$ cat config.mk
export PLATFORM = sky130hd
export DESIGN_NAME = reg_load_arbiter_flat
export DESIGN_NICKNAME = d
export VERILOG_FILES = /design/src/rtl/reg_load_arbiter_if.sv /design/src/rtl/reg_load_arbiter.sv /design/src/flat_wrapper.sv
export SDC_FILE = /design/constraint.sdc
export NUM_CORES = 1
export LEC_CHECK = 0
export BUFFER_PORTS_ARGS = -buffer_cell sky130_fd_sc_hd__buf_4
export CAP_MARGIN = 20
export CORE_ASPECT_RATIO = 0.6
export CORE_UTILIZATION = 25
export DETAILED_ROUTE_END_ITERATION = 7
export GPL_ROUTABILITY_DRIVEN = 0
export HOLD_SLACK_MARGIN = 0.05
export SLEW_MARGIN = 10
export SYNTH_ARGS = -nofsm -noshare
export SYNTH_HDL_FRONTEND = slang
export SYNTH_SLANG_ARGS = --single-unit
export TNS_END_PERCENT = 5
$ cat constraint.sdc
create_clock -name clk -period 1.35 [get_ports clk]
set_input_delay 0.135 -clock clk [delete_from_list [all_inputs] [get_ports clk]]
set_output_delay 0.135 -clock clk [all_outputs]
set_load 0.03 [all_outputs]
$ cat src/rtl/reg_load_arbiter_if.sv
// Signal bundle between the four requesters and the shared-register load arbiter.
// The requester side drives req/data; the arbiter side drives the load port and status.
interface reg_load_arbiter_if #(
  parameter int size = 3
);
  logic [3:0]      req;
  logic [size-1:0] data0;
  logic [size-1:0] data1;
  logic [size-1:0] data2;
  logic [size-1:0] data3;
  logic            ld;
  logic [size-1:0] loadData;
  logic [3:0]      grant;
  logic [3:0]      ack;
  logic            busy;
  logic [1:0]      lastOwner;

  modport master (
    output req, data0, data1, data2, data3,
    input  ld, loadData, grant, ack, busy, lastOwner
  );

  modport slave (
    input  req, data0, data1, data2, data3,
    output ld, loadData, grant, ack, busy, lastOwner
  );
endinterface

$ cat src/rtl/reg_load_arbiter.sv
// Round-robin arbiter giving four requesters one-cycle access to a shared register's
// load port, followed by a one-cycle acknowledge to the winner.
module reg_load_arbiter #(
  parameter int size = 3
) (
  input logic             clk,
  input logic             rst,
  reg_load_arbiter_if.slave bus
);
  typedef enum logic [1:0] {IDLE, LOAD, ACK} state_t;

  state_t          state_reg;
  logic [1:0]      owner_reg;
  logic [1:0]      ptr_reg;
  logic [1:0]      last_owner_reg;
  logic            ld_reg;
  logic [3:0]      grant_reg;
  logic [3:0]      ack_reg;
  logic            busy_reg;
  logic [1:0]      pick;
  logic [size-1:0] data_arr [4];

  assign data_arr[0] = bus.data0;
  assign data_arr[1] = bus.data1;
  assign data_arr[2] = bus.data2;
  assign data_arr[3] = bus.data3;

  // Scan from the farthest offset back to ptr so the closest requester wins last.
  always_comb begin
    pick = ptr_reg;
    for (int k = 3; k >= 0; k--) begin
      if (bus.req[ptr_reg + 2'(k)]) pick = ptr_reg + 2'(k);
    end
  end

  always_ff @(posedge clk) begin
    if (rst) begin
      state_reg      <= IDLE;
      owner_reg      <= 2'd0;
      ptr_reg        <= 2'd0;
      last_owner_reg <= 2'd0;
      ld_reg         <= 1'b0;
      grant_reg      <= 4'd0;
      ack_reg        <= 4'd0;
      busy_reg       <= 1'b0;
    end else begin
      case (state_reg)
        IDLE: begin
          if (|bus.req) begin
            state_reg <= LOAD;
            owner_reg <= pick;
            ld_reg    <= 1'b1;
            grant_reg <= 4'b0001 << pick;
            busy_reg  <= 1'b1;
          end
        end
        LOAD: begin
          state_reg <= ACK;
          ld_reg    <= 1'b0;
          ack_reg   <= 4'b0001 << owner_reg;
        end
        ACK: begin
          state_reg      <= IDLE;
          ptr_reg        <= owner_reg + 2'd1;
          last_owner_reg <= owner_reg;
          ack_reg        <= 4'd0;
          grant_reg      <= 4'd0;
          busy_reg       <= 1'b0;
        end
        default: state_reg <= IDLE;
      endcase
    end
  end

  // Data is muxed live so the owner's value is taken exactly in the LOAD cycle.
  assign bus.loadData  = (state_reg == LOAD) ? data_arr[owner_reg] : '0;
  assign bus.ld        = ld_reg;
  assign bus.grant     = grant_reg;
  assign bus.ack       = ack_reg;
  assign bus.busy      = busy_reg;
  assign bus.lastOwner = last_owner_reg;
endmodule

$ cat src/flat_wrapper.sv
// flat-port wrapper written by rule: the top's interface ports become plain ports
module reg_load_arbiter_flat 
#(
  parameter int size = 3
)
  (clk, rst, bus_req, bus_data0, bus_data1, bus_data2, bus_data3, bus_ld, bus_loadData, bus_grant, bus_ack, bus_busy, bus_lastOwner);
  reg_load_arbiter_if #(.size(size)) bus_i ();
  input logic clk;
  input logic rst;
  input wire logic [$bits(bus_i.req)-1:0] bus_req;
  input wire logic [$bits(bus_i.data0)-1:0] bus_data0;
  input wire logic [$bits(bus_i.data1)-1:0] bus_data1;
  input wire logic [$bits(bus_i.data2)-1:0] bus_data2;
  input wire logic [$bits(bus_i.data3)-1:0] bus_data3;
  output wire logic [$bits(bus_i.ld)-1:0] bus_ld;
  output wire logic [$bits(bus_i.loadData)-1:0] bus_loadData;
  output wire logic [$bits(bus_i.grant)-1:0] bus_grant;
  output wire logic [$bits(bus_i.ack)-1:0] bus_ack;
  output wire logic [$bits(bus_i.busy)-1:0] bus_busy;
  output wire logic [$bits(bus_i.lastOwner)-1:0] bus_lastOwner;
  assign bus_i.req = bus_req;
  assign bus_i.data0 = bus_data0;
  assign bus_i.data1 = bus_data1;
  assign bus_i.data2 = bus_data2;
  assign bus_i.data3 = bus_data3;
  assign bus_ld = bus_i.ld;
  assign bus_loadData = bus_i.loadData;
  assign bus_grant = bus_i.grant;
  assign bus_ack = bus_i.ack;
  assign bus_busy = bus_i.busy;
  assign bus_lastOwner = bus_i.lastOwner;
  reg_load_arbiter #(.size(size)) u_core (.clk(clk), .rst(rst), .bus(bus_i));
endmodule
# Word level (Yosys, flattened, before mapping)
# Index checks and enable logic that the tools add are counted.
[classes] add_sub_neg=4 n_lt_le_gt_ge=5 eq_ne=3 n_shift=2 n_mux=24 n_bitwise=1 n_reduce_logical=8
[op_table] operator="$pmux W4 S2" n=2
[op_table] operator="$lt A2 B3 Y1 const B" n=4
[op_table] operator="$mux W2" n=5
[op_table] operator="$mux W3" n=3
[op_table] operator="$bmux W1 S2" n=4
[op_table] operator="$shl A1 B2 Y4 const A" n=2
[op_table] operator="$bmux W3 S2" n=1
[op_table] operator="$reduce_and A2 Y1" n=3
[op_table] operator="$reduce_bool A2 Y1" n=3
[op_table] operator="$mux W1" n=5
[op_table] operator="$add A2 B1 Y2 const B" n=2
[op_table] operator="$add A2 B2 Y2 const B" n=2
[op_table] operator="$mux W4" n=1
[op_table] operator="$pmux W1 S2" n=2
[op_table] operator="$pmux W2 S2" n=1
[op_table] operator="$reduce_or A4 Y1" n=1
[op_table] operator="$ge A3 B3 Y1 const B" n=1
[op_table] operator="$not A2 Y3" n=1
[op_table] operator="$eq A2 B1 Y1 const B" n=1
[op_table] operator="$eq A2 B2 Y1 const B" n=1
[op_table] operator="$logic_not A2 Y1" n=1
[op_table] operator="$ne A2 B1 Y1 const B" n=1
[totals] reg_bits=18 out_inout_bits=15

# Logic depth before layout (Yosys ltp)
[depth] depth_word=10 mapped_depth=6

# Worst setup path before layout
# OpenSTA, ideal clock, no wires.
[synth_timing] path_type="register to register" startpoint="register u_core.state_reg[0]" endpoint="register u_core.grant_reg[0] (netlist: u_core.bus.grant[0])" arrival_ps=1379 required_time_ps=1280 slack_ps=-99 stages_incl_launch_ff=7 n_path_buf=1 synth_period_minus_slack_ps=1449 cell_sequence="dfxtp_1 inv_1 ha_1 buf_2 nor3b_1 nand3b_1 a21oi_1"
[synth_via] elab_chain_len=3 elab_cells_between_ends=6
[synth_lines] element="from (decl)" line="reg_load_arbiter.sv:12" rtl="state_t state_reg;"
[synth_lines] element="from (signal assigned)" line="reg_load_arbiter.sv:38" rtl="state_reg <= IDLE;"
[synth_lines] element="from (signal assigned)" line="reg_load_arbiter.sv:50" rtl="state_reg <= LOAD;"
[synth_lines] element="from (signal assigned)" line="reg_load_arbiter.sv:58" rtl="state_reg <= ACK;"
[synth_lines] element="$logic_not A2 Y1 / $eq A2 B2 Y1 (equally long branches)" line="reg_load_arbiter.sv:47" rtl="case (state_reg)"
[synth_lines] element="$ne A2 B1 Y1 (no source line) / $reduce_bool A2 Y1 (equally long branches)"
[synth_lines] element="$reduce_and A2 Y1 (no source line)"
[synth_lines] element="to (signal assigned)" line="reg_load_arbiter.sv:53" rtl="grant_reg <= 4'b0001 << pick;"
[synth_lines] element="to (decl)" line="reg_load_arbiter.sv:17" rtl="logic [3:0] grant_reg;"
# Several ways; a longest one is shown, not always the timed one.
# A chain may end at the register's enable or synchronous reset.

# Worst setup path in the final report
[layout_timing] startpoint="register u_core.owner_reg[0]" endpoint="output bus_loadData[0]"
[layout_via] elab_chain_len=5
[layout_lines] element="from (decl)" line="reg_load_arbiter.sv:13" rtl="logic [1:0] owner_reg;"
[layout_lines] element="from (signal assigned)" line="reg_load_arbiter.sv:51" rtl="owner_reg <= pick;"
[layout_lines] element="$not A2 Y3 (not written as such)" line="reg_load_arbiter.sv:76" rtl="assign bus.loadData = (state_reg == LOAD) ? data_arr[owner_reg] : '0;"
[layout_lines] element="$bmux W3 S2" line="reg_load_arbiter.sv:76"
[layout_lines] element="$mux W3 (not written as such) (2 in a row)" line="reg_load_arbiter.sv:76"
[layout_lines] element="$mux W3" line="reg_load_arbiter.sv:76"
[layout_lines] element="to (decl)" line="flat_wrapper.sv:16" rtl="output wire logic [$bits(bus_i.loadData)-1:0] bus_loadData;"
# Every way passes these cells. The select of a mux whose other input is x is not followed.

==> impl_summary.txt <==
----------------------------------------------------
[Drt]
  Post-DRT Antenna Nets ... 0
  TritonRoute pass-1 iters ... 4
  Final routed wirelength across all metal layers ... 2570 um
  Via count ... 937
  Detailed router's first-iteration violation count ... 41
  Routed length per instance ... 13.1 um
  Detail-routed via count per cell ... 4.76
  Post-detailed-route DRC marker count ... 0

[Yosys]
  Net Count, Synth ... 133
  Cell area after technology mapping ... 986 sq um
  Number of storage elements in the synthesis netlist ... 18
  Count of mapped cells out of synthesis ... 107
  Number of enable-type register cells in the synthesized netlist ... 0
  Average size of a mapped cell ... 9.21 sq um
  Most instantiated flip-flop cell in the synthesis netlist ... sky130_fd_sc_hd__dfxtp_1
  Number of warning messages in the yosys log ... 0
  Post-synth cell types ... 29
  Sequential element share of the synthesized area ... 36.5%
  Share of synthesized registers carrying an async set or reset ... 0%

[Timing]
  Crit path time final ... 1570 ps
  Max transition margin ... 72.1%
  Final critical-path share of the clock period ... 116%
  Unrepaired setup endpoints after global routing ... yes
  Number of endpoints with negative hold slack in the final report ... 0
  Timing-limited maximum frequency ... 0.639 GHz
  Setup ws final ... -216 ps
  Transition at the pin with the smallest max-transition slack ... 416 ps
  Fin Clk Skew ... 0.590 ps
  Pins Over Slew Limit ... 0
  Finish-stage setup viols ... 3

[Global routing]
  Gr usage total ... 13.3%
  Routing layer with the top usage in global route ... met2
  Met2 Use GR ... 21.6%
  Number of global-route vias before repair ... 930
  GR Layer Usage met1 ... 17.0%
  Congestion Overflow GR ... 0
  Number of antenna violations at the first check in global routing ... 0
  Pin count of the biggest net entering global routing ... 19
  Met3 demand-to-capacity share in global routing ... 4.28%
  First-pass GRT wire length ... 4350 um

[Place]
  # port buffers ... 32
  Pre-CTS setup slack ... -78.5 ps
  Sum of net half-perimeters after detailed placement ... 1980 um
  Standard cell area after detailed placement ... 1360 sq um
  Placed cell count ... 194

[Floorplanning]
  Full die area ... 4210 sq um
  Horizontal die dimension ... 83.1 um
  Placement Rows ... 17
  Die Span Y ... 50.6 um
  Top-level port count ... 33
  Core area ... 3720 sq um
  Effective utilization at floorplan ... 26.5%

[Status]
  Run status ... complete, but fails checks
  Failing checks ... negative setup slack

[Finish]
  Layout net count ... 178
  Share of final-layout standard cells stronger than drive strength 1 ... 43.3%
  Layout Cell Area excl Fill ... 1450 sq um
  Most common cell after layout, fill and taps aside ... sky130_fd_sc_hd__buf_4
  Leading cell types in the layout, fill and taps excluded ... 41 x sky130_fd_sc_hd__buf_4, 16 x sky130_fd_sc_hd__nor2_1, 15 x sky130_fd_sc_hd__dfxtp_1
  Diode count ... 0
  Area occupied by registers ... 367 sq um
  Final-layout fill cell count ... 377
  Number of cells in the finished layout apart from fillers ... 197
  Area added between synthesis and finish ... 47.2%
  Area taken by multi-input logic gates ... 624 sq um
  Layout Utilization ... 39.0%

[Clock tree]
  Clock tree from TritonCTS ... done
  Clock latency on the worst-skew pair ... 250 ps
  Hold-fix buffers, CTS ... 0
  Number of buffers on the longest clock path ... 2
  Post-CTS Setup Bufs ... 0
  H-tree lvl count ... 1
  Number of buffers created by CTS ... 3
  CTS root buffer ... sky130_fd_sc_hd__clkbuf_8
  Clock transition at the registers of the reported paths ... 70 ps
  Number of sinks on the clock net ... 18

[Critical path]
  Critical path buffers and inverters ... 1
  Critical path start-end classification ... reg2out
  CP max stage delay ... 500 ps
  Crit path required time ... 1220 ps
  Slowest library cell on the worst path ... sky130_fd_sc_hd__mux4_2
  Cell type group with the largest total delay on the critical path ... multiplexers
  Arrival time at the worst endpoint ... 1430 ps
  Kind of start point of the critical path ... flop
  Crit-path max FO ... 4
  Internal reg-to-reg setup slack ... 10 ps
  Ordered cell list for the critical path ... mux4_2 -> and2_4 -> buf_6
  Capturing element type of the critical path ... primary output

[Pwr]
  Leakage power figure ... 0.643 nW
  Power Dens Cells ... 1000 nW/um^2
  Final Power ... 1.45 mW
  Peak VDD IR ... 0.000569 V

[Job]
  Max Cap Violations ... 0

[Worst hold path]
  Kind of path behind the tightest hold check ... in2reg

----------------------------------------------------
==> cell families after synthesis <==
kind of cell             count (synthesis)  share of synthesized area (%)
AND/OR/NAND/NOR                         42                           23.1
AO/OA/AOI/OAI                           21                           13.6
flip-flops                              18                           36.5
buffers and inverters                    9                           3.68
multiplexers                             9                           12.9
adder cells (fa/ha/maj)                  8                           10.2
==> where the power goes <==
group          internal (mW)  switching (mW)
combinational          0.237           0.246
clock                  0.198           0.175
sequential             0.570          0.0270
total                   1.01           0.448
==> layout make-up <==
cell class	count	share of cell area, %
Timing Repair Buffer	44	23.5
Sequential cell	18	25.3
Multi-Input combinational cell	80	43.0
Inverter	5	1.29
Clock buffer	3	2.84
Tap cell	47	4.05
==> cells in the mapped netlist, drive strengths merged (3+ instances only) <==
master / count / area, sq um
mux2i: 6 / 60.1
inv: 5 / 18.8
nand2: 6 / 25.0
nor2b: 8 / 50.1
dfxtp: 18 / 360
o21ai: 4 / 23.8
mux4: 3 / 67.6
ha: 8 / 100
and2: 3 / 18.8
nor2: 16 / 60.1
a21oi: 10 / 50.1
==> metal layers <==
metal | wire (um) | share of wire [%] | vias up
met1 | 1260 | 49 | 439
li1 | - | - | 456
met4 | 23 | 0.89 | 0
met2 | 1110 | 43 | 37
met5 | 0 | 0 | -
met3 | 175 | 6.8 | 5
==> timing repair <==
item                                    CTS  global route
resized for setup                        12             5
endpoints found under the setup margin    9            14
pin swaps                                 1             1
==> metrics by stage <==
step	hold slack, ps	setup TNS (ps)
floorplan	332	-129
global placement	443	-56.5
detailed placement	452	-233
CTS	193	-656
global route	205	-1130
finish	200	-613
==> path summary, 6_finish.rpt <==
| check | from | to | cells past startpoint |
|---|---|---|---|
| setup / recovery | u_core.owner_reg[0] | bus_loadData[0] | 3 |
| hold reg to reg | u_core.bus.grant[2] | u_core.bus.grant[2] | 2 |
| hold / removal | rst | u_core.bus.grant[2] | 2 |
| setup reg to reg | u_core.state_reg[0] | u_core.bus.grant[2] | 5 |
==> worst reg2reg max path: stages, from the launching register on <==
cell                       delay (ps)
sky130_fd_sc_hd__dfxtp_1          340
sky130_fd_sc_hd__inv_1             80
sky130_fd_sc_hd__ha_1             250
sky130_fd_sc_hd__nor3b_2          340
sky130_fd_sc_hd__nand3b_1         140
sky130_fd_sc_hd__a21oi_1          130
(Power assumes the default switching activity.)
